--- config.mk ---
export PLATFORM = sky130hd
export DESIGN_NAME = hazard_uart_sched
export DESIGN_NICKNAME = d
export VERILOG_FILES = /design/src/rtl/hazard_uart_sched_pkg.sv /design/src/rtl/perf_cnt_pair.sv /design/src/rtl/hazard_uart_sched.sv
export SDC_FILE = /design/constraint.sdc
export NUM_CORES = 1
export LEC_CHECK = 0
export BUFFER_PORTS_ARGS = -buffer_cell sky130_fd_sc_hd__clkbuf_2
export CAP_MARGIN = 15
export CORE_MARGIN = 1
export CORE_UTILIZATION = 63
export CTS_CLUSTER_SIZE = 14
export DETAILED_ROUTE_END_ITERATION = 10
export HOLD_SLACK_MARGIN = 0.06
export PLACE_DENSITY = 0.9
export SLEW_MARGIN = 0
export SYNTH_ARGS = -nofsm -noshare
export SYNTH_HDL_FRONTEND = slang
export SYNTH_HIERARCHICAL = 1
export SYNTH_SLANG_ARGS = --single-unit
--- constraint.sdc ---
create_clock -name clk -period 4.8 [get_ports clk]
set_clock_uncertainty 0.15 [all_clocks]
set_input_delay 0.24 -clock clk [delete_from_list [all_inputs] [get_ports clk]]
set_output_delay 0.24 -clock clk [all_outputs]
set_load 0.005 [all_outputs]
--- src/rtl/hazard_uart_sched_pkg.sv ---
// Shared definitions for the UART hazard scheduler: FSM state codes,
// memory-mapped addresses the decoder matches against, and the counter width default.
// Ports: none (package).
package hazard_uart_sched_pkg;

  localparam int CNT_W_DEF = 32;

  // MMIO addresses decoded upstream into ld_rx_y / st_tx_y / cnt_clr_y.
  localparam logic [31:0] MMIO_RX_DATA = 32'h8000_0004;
  localparam logic [31:0] MMIO_TX_DATA = 32'h8000_0008;
  localparam logic [31:0] MMIO_CNT_CLR = 32'h8000_0018;

  typedef enum logic [1:0] {
    ST_RUN     = 2'd0,
    ST_WAIT_RX = 2'd1,
    ST_WAIT_TX = 2'd2,
    ST_BAD     = 2'd3
  } state_t;

endpackage

--- src/rtl/perf_cnt_pair.sv ---
// Cycle and retired-instruction counters with a shared synchronous clear.
// Ports: clk, rst (sync active-low), ins_inc, clr in; cyc_cnt, ins_cnt out.
// Both counters wrap silently; clear takes priority over increment.
module perf_cnt_pair #(
  parameter int W = 32
) (
  input  logic         clk,
  input  logic         rst,
  input  logic         ins_inc,
  input  logic         clr,
  output logic [W-1:0] cyc_cnt,
  output logic [W-1:0] ins_cnt
);

  always_ff @(posedge clk) begin
    if (!rst || clr) begin
      cyc_cnt <= '0;
      ins_cnt <= '0;
    end else begin
      // cycle counter runs through stalls; only reset or clear stops it
      cyc_cnt <= cyc_cnt + 1'b1;
      if (ins_inc) ins_cnt <= ins_cnt + 1'b1;
    end
  end

endmodule

--- src/rtl/hazard_uart_sched.sv ---
// Pipeline hazard scheduler for blocking UART MMIO accesses in stage Y.
// Ports: clk, rst (sync active-low), stall, valid_y, ld_rx_y, st_tx_y, cnt_clr_y,
// rx_valid, tx_ready, cnt_sel in; pc_en, xy_en, yz_en, yz_bubble, rx_pop, tx_push, cnt_out, state out.
module hazard_uart_sched
  import hazard_uart_sched_pkg::*;
#(
  parameter int CNT_W = CNT_W_DEF
) (
  input  logic        clk,
  input  logic        rst,
  input  logic        stall,
  input  logic        valid_y,
  input  logic        ld_rx_y,
  input  logic        st_tx_y,
  input  logic        cnt_clr_y,
  input  logic        rx_valid,
  input  logic        tx_ready,
  input  logic        cnt_sel,
  output logic        pc_en,
  output logic        xy_en,
  output logic        yz_en,
  output logic        yz_bubble,
  output logic        rx_pop,
  output logic        tx_push,
  output logic [31:0] cnt_out,
  output logic [1:0]  state
);

  state_t state_q, state_d;
  logic   rx_req, tx_req;
  logic   ins_inc, cnt_clr;
  logic [CNT_W-1:0] cyc_cnt, ins_cnt;

  // RX has priority when a decode raises both flags at once.
  assign rx_req = valid_y & ld_rx_y;
  assign tx_req = valid_y & st_tx_y & ~ld_rx_y;

  always_ff @(posedge clk) begin
    if (!rst) state_q <= ST_RUN;
    else      state_q <= state_d;
  end

  always_comb begin
    state_d = state_q;
    if (state_q == ST_BAD) begin
      state_d = ST_RUN;
    end else if (!stall) begin
      case (state_q)
        ST_RUN: begin
          if (rx_req && !rx_valid)      state_d = ST_WAIT_RX;
          else if (tx_req && !tx_ready) state_d = ST_WAIT_TX;
        end
        ST_WAIT_RX: if (rx_valid) state_d = ST_RUN;
        ST_WAIT_TX: if (tx_ready) state_d = ST_RUN;
        default:    state_d = ST_RUN;
      endcase
    end
  end

  always_comb begin
    pc_en     = 1'b0;
    xy_en     = 1'b0;
    yz_en     = 1'b0;
    yz_bubble = 1'b0;
    rx_pop    = 1'b0;
    tx_push   = 1'b0;
    if (rst && !stall) begin
      case (state_q)
        ST_RUN: begin
          if ((rx_req && !rx_valid) || (tx_req && !tx_ready)) begin
            // hold PC and Y, let Z drain a bubble while the UART is not ready
            yz_en     = 1'b1;
            yz_bubble = 1'b1;
          end else begin
            pc_en   = 1'b1;
            xy_en   = 1'b1;
            yz_en   = 1'b1;
            rx_pop  = rx_req;
            tx_push = tx_req;
          end
        end
        ST_WAIT_RX, ST_WAIT_TX: begin
          if ((state_q == ST_WAIT_RX) ? rx_valid : tx_ready) begin
            pc_en   = 1'b1;
            xy_en   = 1'b1;
            yz_en   = 1'b1;
            rx_pop  = (state_q == ST_WAIT_RX);
            tx_push = (state_q == ST_WAIT_TX);
          end else begin
            yz_en     = 1'b1;
            yz_bubble = 1'b1;
          end
        end
        default: ;
      endcase
    end
  end

  assign ins_inc = yz_en & ~yz_bubble & valid_y;
  assign cnt_clr = ins_inc & cnt_clr_y;

  perf_cnt_pair #(.W(CNT_W)) u_cnt (
    .clk     (clk),
    .rst     (rst),
    .ins_inc (ins_inc),
    .clr     (cnt_clr),
    .cyc_cnt (cyc_cnt),
    .ins_cnt (ins_cnt)
  );

  always_comb begin
    cnt_out = 32'd0;
    if (rst) cnt_out = cnt_sel ? 32'(ins_cnt) : 32'(cyc_cnt);
  end

  assign state = state_q;

endmodule
==> metrics.md <==
| Metric | Value |
|---|---|
| Per-cell via count in the routed design | `6.320` |
| Clock latency at the later pin of the worst-skew pair | `0.35 ns` |
| Highest fanout seen on the critical path | `8` |
| Number of detailed-route iterations in the first pass | `5` |
| Antenna diode count | `0` |
| Core region area | `5956 µm²` |
| Clk slew on worst S/H paths | `0.07 ns` |
| Count of cell instances traversed by the critical path | `9` |
| Most used standard cell by instance count after synthesis | `dfxtp_1` |
| Sequential element share of the synthesized area | `0.3387` |
| TritonCTS clock tree | `built` |
| Buffers added on ports | `49` |
| Drt first-iter violations | `247` |
| Transition time at the pin with the least slew margin | `1.056 ns` |
| Prevailing post-synth register cell | `dfxtp_1` |
| Max-slew violation count | `0` |
| Number of antenna violations at the first check in global routing | `0` |
| Clock root buffer | `clkbuf_8` |
| Number of gates resized after cts | `0` |
| Detailed-route via count | `3653` |
| Post-synthesis async set-or-reset flop share | `0` |
| Startpoint of the most critical hold path | `valid_y` |
| Placement-stage worst setup slack | `1.526 ns` |
| Cell-by-cell trace of the critical path | `inv_1 -> ha_1 -> mux2i_1 -> a32oi_1 -> and3_1 -> nand3_1 -> nor3_1 -> a31oi_1 -> a41o_2` |
| Cell count of the worst hold path | `3` |
| Data required time of the critical path | `4.89 ns` |
| Total setup violations reported at the end of the flow | `0` |
| Cell area after technology mapping | `3901 µm²` |
| Post-layout net count | `515` |
| Final Instance Area | `4330 µm²` |
| Post-detailed-route wirelength per cell | `16.25 µm` |
| Worst hold slack | `0.09932 ns` |
| Pin count of the biggest net entering global routing | `45` |
| Number of global-route vias before repair | `3295` |
| Die Span Y | `80.69 µm` |
| Dominant cell type by area after synthesis | `dfxtp_1` |
| Aggregate negative setup slack | `0 ns` |
| Delay-heaviest family, CP | `simple AND/OR/NAND/NOR gates` |
| Synth Area per Inst | `8.444 µm²` |
| Hold crit path type | `in -> reg` |
| Relative slew margins | `0.2959` |
| Total of max-cap violations | `0` |
| Global placer's final weighted congestion | `0.8661` |
| Hold-fix buffers, CTS | `0` |
| Post-DP HPWL | `6.490 mm` |
| Share of the synthesized area in the top cell type | `0.3387` |
| Synth-to-layout area growth | `11.00%` |
| Final hold violation count | `0` |
| Number of buffers on the longest clock path | `2` |
| Worst setup path startpoint | `state[1]` |
| Unrepaired setup endpoints after global routing | `no` |
| Number of warnings reported in the yosys synthesis log | `6` |
| Number of nets in the synthesized netlist | `478` |
| FF+latch count, synth | `66` |
| Count of placed standard cells including taps | `563` |
| Final critical-path share of the clock period | `0.6787` |
| Total Power Consumption | `1.131 mW` |
| Number of enable-type register cells in the synthesized netlist | `0` |
| Worst Setup EP | `u_cnt/ins_cnt[16]` |
| Pwr/cell area | `261.2 nW/µm²` |
| P_leak | `1.598 nW` |
| Die Wd | `80.69 µm` |
| First-pass GRT wire length | `15.14 mm` |
| Deepest level of the CTS H-tree | `3` |
| Arr. time, crit path | `3.34 ns` |
| Post-layout worst setup margin | `1.542 ns` |
| Overall die area | `6511 µm²` |
| Final std cells w/o fill | `578` |
| # DRC | `0` |
| Share of cells above drive strength 1 | `0.1590` |
| Crit path buffers/inverters | `1` |
| Detailed-route wire length | `9.390 mm` |
| Largest stage delay on the critical path | `0.80 ns` |
| Type of origin of the critical path | `register` |
| Residual overflow from global routing | `0` |
| Ports placed on the boundary | `50` |
| Cell at the slowest stage of the critical path | `nor3_1` |
| Distinct cells, synth | `46` |
| Minimum clock period after layout | `3.258 ns` |
| Initial core utilization | `0.6550` |
| Setup crit end kind | `register` |
| Maximum vdd drop | `0.2078 mV` |
| Crit Path Class | `reg -> reg` |
| Number of CTS-inserted buffers | `9` |
| Commonest cells post-synth | `dfxtp_1, mux2i_1, nor2b_1, nor2_1, a21oi_1` |
| Maximum clock rate | `306.9 MHz` |
| Synthesized instance count | `462` |
| Row count | `28` |
| Placement Cell Area | `4124 µm²` |
| Crit Reg-Reg Endpoint | `u_cnt/ins_cnt[16]` |
| Number of clock sinks | `66` |
| Overall routing resource usage | `0.3014` |
| Cell types with the largest area share after synthesis | `dfxtp_1, mux2i_1, nor2b_1, xnor2_1, a21oi_1` |
| Antenna Nets Post-Route | `0` |
| Post CTS Setup Buffer Count | `0` |
| Core utilization of the finished layout | `0.7271` |
| Worst-case register-to-register setup slack | `1.54 ns` |
| Beginning of the worst register-to-register path | `state[1]` |
| R2R cell count | `9` |
| Status | `completed` |
how the worst min path moves through the flow:
stage / to / slack, ns
4_1_cts: state[1] / 0.08
2_1_floorplan: state[1] / 0.26
3_3_place_gp: u_cnt/cyc_cnt[0] / 0.31
3_5_place_dp: u_cnt/cyc_cnt[27] / 0.33
5_1_grt: state[1] / 0.11
6_report: state[1] / 0.1
final cells by class:
class,count,area (µm²)
Tap cell,75,93.84
Clock inverter,6,82.58
Sequential cell,66,1321
Fill cell,454,1625
Inverter,14,52.55
Clock buffer,9,123.9
Multi-Input combinational cell,357,2396
Timing Repair Buffer,51,260.3
power by group:
part | leakage, nW | internal [mW] | switching (mW)
sequential | 0.532 | 0.551 | 0.00504
clock | 0.105 | 0.287 | 0.212
combinational | 0.961 | 0.0304 | 0.0460
total | 1.60 | 0.868 | 0.263
metal layers:
layer | GRT usage | vias to the layer above | wire length [µm]
met5 | 0 | - | 0
met4 | 0.1446 | 0 | 225
met3 | 0.07159 | 24 | 513
met2 | 0.5169 | 136 | 4603
met1 | 0.3494 | 1738 | 4048
li1 | - | 1755 | -
cells in the final DEF (no fill, tap or decap), types with 2 or more instances in the layout:
| cell | netlist | layout |
|---|---|---|
| clkbuf_2 | 1 | 49 |
| dfxtp_1 | 66 | 66 |
| nand4_1 | 16 | 16 |
| xnor2_1 | 16 | 16 |
| nand2_1 | 26 | 26 |
| nor2_1 | 33 | 33 |
| o311ai_0 | 3 | 3 |
| or4_4 | 2 | 2 |
| nor2b_1 | 36 | 36 |
| inv_1 | 12 | 12 |
| nor4_1 | 7 | 7 |
| clkbuf_8 | 0 | 9 |
| and2_1 | 4 | 4 |
| bufinv_16 | 0 | 2 |
| and4_1 | 9 | 9 |
| or3_1 | 9 | 9 |
| or4_1 | 14 | 14 |
| a31oi_1 | 6 | 6 |
| a41o_1 | 2 | 2 |
| o21ai_0 | 10 | 10 |
| nand2b_1 | 12 | 11 |
| buf_4 | 1 | 2 |
| nand3_1 | 26 | 26 |
| a21oi_1 | 27 | 27 |
| o31ai_1 | 15 | 15 |
| or2_2 | 2 | 2 |
| nor3_1 | 9 | 9 |
| mux2i_1 | 40 | 40 |
| clkinv_2 | 0 | 3 |
| nand4_2 | 2 | 2 |
| o41ai_1 | 2 | 2 |
| ha_1 | 6 | 6 |
| and3_1 | 5 | 5 |
| xor2_1 | 8 | 8 |
kinds of logic after synthesis:
logic type / count (synthesis) / synth area share
AND/OR/NAND/NOR: 217 / 0.3175
multiplexers: 40 / 0.1026
XOR/XNOR: 24 / 0.05388
AO/OA/AOI/OAI: 70 / 0.1203
adder cells (fa/ha/maj): 6 / 0.01924
flip-flops: 66 / 0.3387
buffers and inverters: 39 / 0.04778
state kept, by name (all words and copies together), names as in the netlist:
register and cells:
u_cnt/cyc_cnt 32, u_cnt/ins_cnt 32, state 2
tightest hold or removal path, delay by kind of cell:
family	cells	cell delay (ns)
AO/OA/AOI/OAI	1	0.06
AND/OR/NAND/NOR	1	0.10
buffers and inverters	1	0.14
Power figures use the tool's default switching activity.
